## config.mk

```make
export PLATFORM = sky130hd
export DESIGN_NAME = shift_register_tx
export DESIGN_NICKNAME = d
export VERILOG_FILES = /design/src/rtl/shift_register_tx.sv
export SDC_FILE = /design/constraint.sdc
export NUM_CORES = 1
export LEC_CHECK = 0
export ABC_AREA = 1
export CORE_AREA = 8 8 49 51
export CTS_CLUSTER_SIZE = 8
export DETAILED_ROUTE_END_ITERATION = 8
export DIE_AREA = 0 0 57 59
export HOLD_SLACK_MARGIN = 0.1
export PLACE_DENSITY = 0.74
export SLEW_MARGIN = 30
export SYNTH_ARGS = -nofsm -noshare
export SYNTH_HDL_FRONTEND = slang
export SYNTH_SLANG_ARGS = --single-unit
```

## constraint.sdc

```tcl
create_clock -name clk -period 1.8 [get_ports clk]
set_clock_uncertainty 0.1 [all_clocks]
set_input_delay 0.36 -clock clk [delete_from_list [all_inputs] [get_ports clk]]
set_output_delay 0.36 -clock clk [all_outputs]
set_load 0.02 [all_outputs]
```

## src/rtl/shift_register_tx.sv

```systemverilog
// Parallel-in, serial-out transmitter: takes a w-bit word over valid/ready and
// emits it LSB first, one bit per en strobe, with back-to-back reload on the last bit.
module shift_register_tx #(
    parameter int unsigned w = 8
) (
    input  logic         clk,
    input  logic         rst,
    input  logic         en,
    input  logic         load_valid,
    input  logic [w-1:0] load_data,
    output logic         load_ready,
    output logic         out,
    output logic         out_valid,
    output logic         busy,
    output logic         done
);
    localparam int unsigned CW = (w > 1) ? $clog2(w) : 1;
    localparam logic [CW-1:0] LAST = CW'(w - 1);

    typedef enum logic {Idle, Shift} state_t;

    state_t        state;
    logic [w-1:0]  sr;
    logic [CW-1:0] cnt;
    logic          last_bit;

    // The final strobe of a word frees the register in the same cycle.
    assign last_bit   = (state == Shift) && en && (cnt == LAST);
    assign load_ready = (state == Idle) || last_bit;

    assign out       = (state == Shift) && sr[0];
    assign out_valid = (state == Shift);
    assign busy      = (state == Shift);

    always_ff @(posedge clk) begin
        if (rst) begin
            state <= Idle;
            sr    <= '0;
            cnt   <= '0;
            done  <= 1'b0;
        end else begin
            done <= last_bit;
            case (state)
                Idle: begin
                    if (load_valid) begin
                        sr    <= load_data;
                        cnt   <= '0;
                        state <= Shift;
                    end
                end
                Shift: begin
                    if (en) begin
                        if (cnt != LAST) begin
                            sr  <= sr >> 1;
                            cnt <= cnt + CW'(1);
                        end else if (load_valid) begin
                            sr  <= load_data;
                            cnt <= '0;
                        end else begin
                            sr    <= '0;
                            cnt   <= '0;
                            state <= Idle;
                        end
                    end
                end
                default: state <= Idle;
            endcase
        end
    end
endmodule

```

==> run summary <==
clock-pin slew on the worst setup and hold paths: 0.08 ns
CP max FO: 2
CTS tree: yes
nets: 150
Post-synth EDFFs: 0
Die X: 57 um
clk root buf: clkbuf_4
slew margin rel.: 82.37%
Starting Density: 45.45%
layout cell share with drive strength beyond 1: 17.91%
cell accounting for the most synthesized area: dfxtp_1
CP Class: flop to primary output
clk_lat worst skew: 0.27 ns
DR vias/cell: 5.073
largest net degree at the start of global routing: 14
Post-DP Area: 958.4 um2
warnings from Yosys: 0
I/O pins: 17
Core Region: 1652 um2
post-synth top area share: 34.67%
R2R Path Start: cnt[0]$_SDFFE_PP0P_
drt first-iter violations: 12
worst path arrival time: 1.29 ns
P_leak: 0.5016 nW
async set-reset flop share out of synthesis: 0%
status: finished clean
Synth-to-Final Area Change: 33.67%
initial antenna violation count: 0
average wire per standard cell: 11.19 um
CTS buffer count: 3
row cnt: 15
CP Data Required Time: 1.34 ns
fill count: 158
Yosys cell types: 18
Startpoint Class: flop
# DRC: 0
Finished Layout Cells: 151
via count: 766
post-synthesis sequential area ratio: 34.67%
fmax: 572.6 MHz
routability cong.: 0.7823
DR pass1 iterations: 4
dpl cells: 147
Hold WS: 0.3924 ns
H-tree depth: 1
most instantiated library cell after synthesis: nand2_1
Pwr per Cell Area: 654.5 nW/um2
Main synth FF type: dfxtp_1
Clock Sinks: 13
Tot Pwr: 0.6567 mW
Seq cells post-synth: 13
Final setup viols: 0
Total Routing Usage GR: 9.807%
max-slew violation count: 0
area of the mapped netlist: 750.7 um2
Register Area: 262.8 um2
hold path start: cnt[1]$_SDFFE_PP0P_
worst-margin pin slew: 0.2629 ns
syn nets: 124
crit end category: primary output
Routed Antenna Nets: 0
final instance area: 1003 um2
postcts setup bufs: 0
Die Ht: 59 um
Critical Path Source: cnt[0]$_SDFFE_PP0P_
first-pass GRT wire length: 2.780 mm
min cycle time layout: 1.746 ns
post-detail-place hpwl: 1.232 mm
vias in the first global route: 688
Mapped Cells: 109
maxcap violations: 0
DIE AREA: 3363 um2
top cells by count, synth: 23 x nand2_1, 15 x nor2_1, 13 x dfxtp_1, 13 x inv_1, 11 x a21oi_1
fin crit share: 97.02%
Avg Inst Size Synth: 6.887 um2
Final Hold Fails: 0
area occupied by multi-input gates: 404.1 um2
Post-Route WL: 1.689 mm
gr ovfl total: 0
IO Port Bufs: 16
class of the worst hold path: flop to flop
synth top area cells: dfxtp_1 35%, nand2_1 12%, nand3b_1 8.0%
maximum clock path buffer count: 2
worst vdd ir: 0.5230 mV
n_diodes: 0
-- repair_timing --
item / CTS / global route
gates resized for setup: 8 / 7
pin swaps: 0 / 1
setup endpoints to repair: 4 / 1
hold buffers: 0 / 0
-- path summary, 6_finish.rpt --
check                           depth (start not counted)  slack, ns                   to
worst max-delay path                                    5       0.05           load_ready
worst min-delay path                                    2       0.39  cnt[1]$_SDFFE_PP0P_
worst max register to register                          7       0.29   sr[6]$_SDFFE_PP0P_
worst min register to register                          2       0.39  cnt[1]$_SDFFE_PP0P_
-- critical path: stages (launching register included) --
cell     delay [ns]
dfxtp_2        0.34
ha_2           0.20
ha_4           0.13
inv_1          0.05
o21ai_2        0.15
buf_6          0.14
-- routing by layer --
layer	up-vias	part of all wire, %	GRT usage (%)
li1	395	-	-
met1	352	41	11.14
met2	17	52	17.21
met3	2	5.9	3.219
met4	0	0.71	2.349
met5	-	0	0
-- metrics by stage --
stage / worst slack (ns) / util, % / TNS [ns]
floorplan: 0.2784 / - / 0
global placement: -0.3583 / 58.03 / -0.3583
detailed placement: -0.3714 / 58.03 / -0.3714
CTS: 0.0002126 / 59.24 / 0
global route: -0.01419 / 60.76 / -0.01419
finish: 0.05363 / 60.76 / 0
-- final cells by class --
type / count / share of cell area, %
clock buffer: 4 / 2.618
inverter: 15 / 5.611
multi-input combinational: 76 / 40.27
sequential: 13 / 26.18
tap: 17 / 2.120
timing repair buffer: 26 / 23.19
-- cells in the final DEF, fill, tap and decap left out, types with 2 or more instances in the layout --
cell	netlist	final
nand2_1	23	23
nor2_1	15	15
inv_1	13	13
clkdlybuf4s50_1	0	12
a21oi_1	11	11
dfxtp_1	13	11
buf_4	2	10
nand3_1	9	9
nand3b_1	8	8
clkbuf_4	0	3
dlygate4sd2_1	0	3
nand2_2	2	2
dfxtp_2	0	2
-- sequential cells by signal, indices dropped and copies added, names as in the netlist --
name / count
done: 1
sr: 8
cnt: 3
busy: 1
-- logic make-up after synthesis --
family / share of synthesized area [%]
AOI/OAI and AO/OA: 8.665
adders and majority gates: 5.001
buffers and inverters: 14.00
DFF: 34.67
and+or+nand+nor: 37.67
-- where the power goes --
| group | internal (mW) | total (mW) | switching [mW] | leakage (nW) |
|---|---|---|---|---|
| Sequential | 0.308 | 0.319 | 0.0104 | 0.108 |
| Clock | 0.0857 | 0.182 | 0.0964 | 0.0150 |
| Combinational | 0.0779 | 0.156 | 0.0779 | 0.379 |
| Total | 0.472 | 0.657 | 0.185 | 0.502 |
Power figures use the tool's default switching activity.
